==> src/rtl/uart_tx_retry.sv <==
// UART transmitter that re-sends the held word when the receiver flags an error during the frame or guard window.
// Latency: start bit on the cycle after accept; DoneTx (F+GUARD_BITS)*CLKS_PER_BIT cycles after accept, plus that much again per retry.
// Backpressure: NewData is accepted only while idle (Busy=0, which includes the DoneTx cycle); requests while busy are dropped.
module uart_tx_retry #(
    parameter int DATA_WIDTH   = 32,
    parameter int PARITY_MODE  = 1,
    parameter int STOP_BITS    = 1,
    parameter int GUARD_BITS   = 2,
    parameter int CLKS_PER_BIT = 1,
    parameter int MAX_RETRY    = 3
) (
    input  logic                  CLK_Baudin,
    input  logic                  RstTx_n,
    input  logic [DATA_WIDTH-1:0] DataIn,
    input  logic                  NewData,
    input  logic                  Flag_in,
    output logic                  TransmittedSerialData,
    output logic                  DoneTx,
    output logic                  Busy,
    output logic                  RetryErr,
    output logic [3:0]            RetryCnt
);

    typedef enum logic [2:0] {
        S_IDLE,
        S_START,
        S_DATA,
        S_PARITY,
        S_STOP,
        S_GUARD
    } state_t;

    localparam int          CW       = $clog2(CLKS_PER_BIT + 1);
    localparam int          BW       = 7;
    localparam logic [CW-1:0] CYC_LAST = CW'(CLKS_PER_BIT - 1);
    localparam logic        HAS_PAR  = (PARITY_MODE != 0);
    localparam logic        ODD_PAR  = (PARITY_MODE == 2);

    state_t                state_q;
    state_t                state_d;
    logic [CW-1:0]         cyc_q;
    logic [BW-1:0]         bit_q;
    logic [DATA_WIDTH-1:0] hold_q;
    logic [DATA_WIDTH-1:0] shift_q;
    logic                  retry_req_q;
    logic [3:0]            retry_cnt_q;
    logic                  done_q;
    logic                  err_q;

    logic bit_tick;
    logic last_bit;
    logic accept;
    logic retry_pend;
    logic retry_go;
    logic finish;
    logic par_bit;

    assign bit_tick   = (cyc_q == CYC_LAST);
    assign accept     = (state_q == S_IDLE) && NewData;
    // A flag seen on the final guard edge must still count, so merge it with the sticky latch.
    assign retry_pend = retry_req_q | Flag_in;
    assign par_bit    = ODD_PAR ? ~(^hold_q) : (^hold_q);

    always_ff @(posedge CLK_Baudin or negedge RstTx_n) begin
        if (!RstTx_n) begin
            state_q <= S_IDLE;
        end else begin
            state_q <= state_d;
        end
    end

    always_comb begin
        state_d  = state_q;
        last_bit = 1'b0;
        retry_go = 1'b0;
        finish   = 1'b0;
        case (state_q)
            S_IDLE: begin
                if (NewData) state_d = S_START;
            end
            S_START: begin
                last_bit = 1'b1;
                if (bit_tick) state_d = S_DATA;
            end
            S_DATA: begin
                last_bit = (bit_q == BW'(DATA_WIDTH - 1));
                if (bit_tick && last_bit) state_d = HAS_PAR ? S_PARITY : S_STOP;
            end
            S_PARITY: begin
                last_bit = 1'b1;
                if (bit_tick) state_d = S_STOP;
            end
            S_STOP: begin
                last_bit = (bit_q == BW'(STOP_BITS - 1));
                if (bit_tick && last_bit) state_d = S_GUARD;
            end
            S_GUARD: begin
                last_bit = (bit_q == BW'(GUARD_BITS - 1));
                if (bit_tick && last_bit) begin
                    if (retry_pend && (retry_cnt_q < 4'(MAX_RETRY))) begin
                        state_d  = S_START;
                        retry_go = 1'b1;
                    end else begin
                        state_d = S_IDLE;
                        finish  = 1'b1;
                    end
                end
            end
            default: state_d = S_IDLE;
        endcase
    end

    always_comb begin
        TransmittedSerialData = 1'b1;
        Busy                  = (state_q != S_IDLE);
        case (state_q)
            S_START:  TransmittedSerialData = 1'b0;
            S_DATA:   TransmittedSerialData = shift_q[0];
            S_PARITY: TransmittedSerialData = par_bit;
            default:  TransmittedSerialData = 1'b1;
        endcase
    end

    always_ff @(posedge CLK_Baudin or negedge RstTx_n) begin
        if (!RstTx_n) begin
            cyc_q       <= '0;
            bit_q       <= '0;
            hold_q      <= '0;
            shift_q     <= '0;
            retry_req_q <= 1'b0;
            retry_cnt_q <= 4'd0;
            done_q      <= 1'b0;
            err_q       <= 1'b0;
        end else begin
            done_q <= finish;
            err_q  <= finish & retry_pend;

            if (accept) begin
                hold_q      <= DataIn;
                retry_cnt_q <= 4'd0;
                retry_req_q <= 1'b0;
            end else begin
                if (retry_go) retry_cnt_q <= retry_cnt_q + 4'd1;
                if (retry_go || finish) retry_req_q <= 1'b0;
                else if ((state_q != S_IDLE) && Flag_in) retry_req_q <= 1'b1;
            end

            if (state_q == S_IDLE) begin
                cyc_q <= '0;
                bit_q <= '0;
            end else if (bit_tick) begin
                cyc_q <= '0;
                bit_q <= last_bit ? '0 : bit_q + BW'(1);
            end else begin
                cyc_q <= cyc_q + CW'(1);
            end

            // Each attempt reloads from the hold buffer so retries resend the original word.
            if ((state_q == S_START) && bit_tick) shift_q <= hold_q;
            else if ((state_q == S_DATA) && bit_tick) shift_q <= shift_q >> 1;
        end
    end

    assign DoneTx   = done_q;
    assign RetryErr = err_q;
    assign RetryCnt = retry_cnt_q;

endmodule

==> config.mk <==
export PLATFORM = sky130hd
export DESIGN_NAME = uart_tx_retry
export DESIGN_NICKNAME = d
export VERILOG_FILES = /design/src/rtl/uart_tx_retry.sv
export SDC_FILE = /design/constraint.sdc
export NUM_CORES = 1
export LEC_CHECK = 0
export CAP_MARGIN = 20
export CORE_UTILIZATION = 40
export DETAILED_ROUTE_END_ITERATION = 7
export GPL_TIMING_DRIVEN = 0
export PLACE_DENSITY_LB_ADDON = 0.05
export SYNTH_ARGS = -nofsm -noshare
export SYNTH_HDL_FRONTEND = slang
export SYNTH_SLANG_ARGS = --single-unit
==> constraint.sdc <==
create_clock -name CLK_Baudin -period 3.26 [get_ports CLK_Baudin]
set_input_delay 0.815 -clock CLK_Baudin [delete_from_list [all_inputs] [get_ports CLK_Baudin]]
set_output_delay 0.815 -clock CLK_Baudin [all_outputs]
set_load 0.005 [all_outputs]
==> results.tsv <==
metric	value	unit
totalWireLength	7070	um
vias	2456	
critPathArrivalTime	1.99	ns
finClkSkew	0.0106	ns
first_pass_iters	4	
syn-instance-count	325	
clk_path_buf_depth	2	
dieArea	9830	um^2
synthTopCellsByArea	dfrtp_1 54%, mux2_2 9.5%, mux2i_1 8.5%, xnor2_1 7.2%, o21ai_0 4.6%	
synthXorXnorAreaFrac	8.58	%
ys_seq_area_share	53.7	%
synth_area	3780	um^2
grt_max_degree	47	
max_freq	357	MHz
synth_top_family_by_area	multiplexers	
numCtsBuffers	9	
holdWs	0.415	ns
worstPathRequired	2.44	ns
synthAdderAreaFrac	1.33	%
portBuffers	43	
crit_fanout	2	
drc_errors	0	
drive_gt1_share	18.6	%
rrSetupSlack	1.15	ns
fin_nets	423	
clock_sinks	81	
worst_slew_pin_slew	0.564	ns
power_density	475	nW/um^2
ir_drop	226	uV
fin_crit_sh	86.0	%
synth_compound_area_share	6.23	%
synth_warnings	0	
overflow	0	
status	complete, no violations	
avgSynthCellArea	11.6	um^2
pwr-share-clk	41.1	%
syn_nets	365	
ctsHoldBuffers	0	
slew_violations	0	
fin_setup_tns	0	ns
pwr-share-comb	10.7	%
min_period	2.80	ns
cp-end-kind	primary output	
final-setup-viol-count	0	
synthMuxAreaShare	18.0	%
grt_pass1_wl	12400	um
cts_tree	yes	
rsz0062_at_grt	false	
first_global_vias	2502	
swShare	23.5	%
rr_endpoint	hold_q[22]	
post_drt_wl_per_cell	14.2	um
io_pins	44	
timing.rr.start	state_q[0]	
dieHeight	99.2	um
viasPerCell	4.92	
crit_type	flop to primary output	
globalplace.congestion	0.747	
syn_to_final_growth	23.6	%
fp.coreArea	9200	um^2
power_leakage	0.00195	uW
antenna_found_initial	0	
power_switching	520	uW
initial_utilization	41.1	%
final_cells	499	
utilization	50.7	%
min_path_type	input pin to async pin	
yosys.area.top_type	dfrtp_1	
drv_cap	0	
dp_cells	480	
place_hpwl	4890	um
start_kind	flop	
slew-limit-headroom	62.4	%
internal_power	1700	uW
synthDistinctLibCells	36	
path_clk_slew	0.09	ns
htreeDepth	3	
track_usage	16.2	%
ant_nets	0	
pwr-share-seq	48.2	%
std_cell_rows	35	
reg2regPathDepth	6	
num_antenna_cells	0	
ys_seq_elements	81	
drtIter0Drc	51	
root_buffer	clkbuf_8	
synth-simple-area-share	9.34	%
synth_top_area_share	53.7	%
hold_viol	0	
clk_latency	0.35	ns
die_w	99.2	um
==> worst max-delay path: stages (launching register included) <==
cell and delay, ns:
dfrtp_1 0.43, xnor2_2 0.17, xnor2_1 0.21, xnor2_1 0.17, xnor2_1 0.19, xnor2_1 0.19, o221ai_2 0.12, dlymetal6s2s_1 0.16
==> layout by cell type (no fill, tap or decap), drive strengths merged, types with 3 or more instances in the layout <==
cell type,n
clkbuf,17
buf,12
mux2,32
xor2,6
xnor2,31
inv,8
nor2b,5
mux2i,32
dfrtp,81
bufinv,3
ha,4
o21ai,35
nor2,20
clkdlybuf4s50,41
nand2,36
nand2b,3
nand3,3
==> sequential cells by signal, summed over array words and instances (netlist names) <==
signal	count
hold_q	32
shift_q	32
bit_q	7
state_q	3
RetryCnt	4
retry_req_q	1
DoneTx	1
RetryErr	1
==> worst max-delay path by stage <==
stage / from / to / slack [ns] / cells after the start
floorplan: hold_q[31] / TransmittedSerialData / 1.18 / 6
CTS: hold_q[26] / TransmittedSerialData / 0.008 / 7
detailed placement: hold_q[25] / TransmittedSerialData / 0.41 / 7
global placement: RstTx_n / hold_q[17] / -1.72 / 1
global route: hold_q[23] / TransmittedSerialData / 0.29 / 7
finish: hold_q[26] / TransmittedSerialData / 0.46 / 7
==> Yosys cell counts <==
library cell	number
dfrtp_1	81
mux2_2	32
a21o_1	1
and3_2	1
nor2_2	4
mux2i_1	32
and2_1	1
a22o_1	1
xnor2_1	31
a31oi_1	1
buf_4	1
nor2b_1	5
o221ai_1	1
clkbuf_8	1
nand2_2	1
o21a_1	1
clkbuf_1	7
a221o_1	1
nand3_1	3
or4_1	1
xor2_1	6
or4_2	1
nor2_1	16
ha_1	4
a21oi_1	1
nand2_1	35
o21ai_0	35
nor3_1	1
buf_6	1
buf_2	5
nand2b_1	3
nand3b_1	1
nand4_1	1
inv_1	6
nor3_4	1
o22ai_1	1
==> through the flow <==
step / worst slack, ns / cell area (um^2) / power [uW]
3_3_place_gp: -1.72 / 4350 / 1310
2_1_floorplan: 1.18 / 3780 / 1210
4_1_cts: 0.00780 / 4650 / 2250
3_5_place_dp: 0.415 / 4370 / 1320
5_1_grt: 0.294 / 4670 / 2320
6_report: 0.457 / 4670 / 2220
==> layout make-up <==
class                           instances  area, um^2
Buffer                                 15        83.8
Multi-Input combinational cell        223        1660
Sequential cell                        81        2030
Tap cell                              111         139
Clock inverter                          7         126
Clock buffer                            9         124
Inverter                                6        22.5
Fill cell                             845        4530
Timing Repair Buffer                   47         480
==> kinds of logic (layout without fill, tap and decap cells) <==
family / after synthesis / in the layout
compound gates: 43 / 43
xor+xnor: 37 / 37
fa+ha+maj: 4 / 4
buf+inv: 21 / 84
flops: 81 / 81
mux: 64 / 64
simple gates: 75 / 75
==> power groups by stage <==
stage          Clock (uW)  Combinational (uW)  Sequential [uW]
6_report              911                 238             1070
5_1_grt               986                 263             1070
4_1_cts               943                 238             1070
3_5_place_dp            0                 233             1090
3_3_place_gp            0                 226             1090
2_1_floorplan           0                 132             1080
==> routing by layer <==
layer  routed length (um)  GRT usage, %
met1                 3520          22.3
met2                 3220          25.0
met5                    0             0
met3                  256          4.43
met4                   73          5.09
==> repair_timing <==
action                     CTS  global route
pin swaps                    1             3
setup endpoints to repair    1             1
resized for setup            2             2
buffers inserted             2             1
cloned                       0             0
No activity file was read; power rests on OpenSTA's default activity.
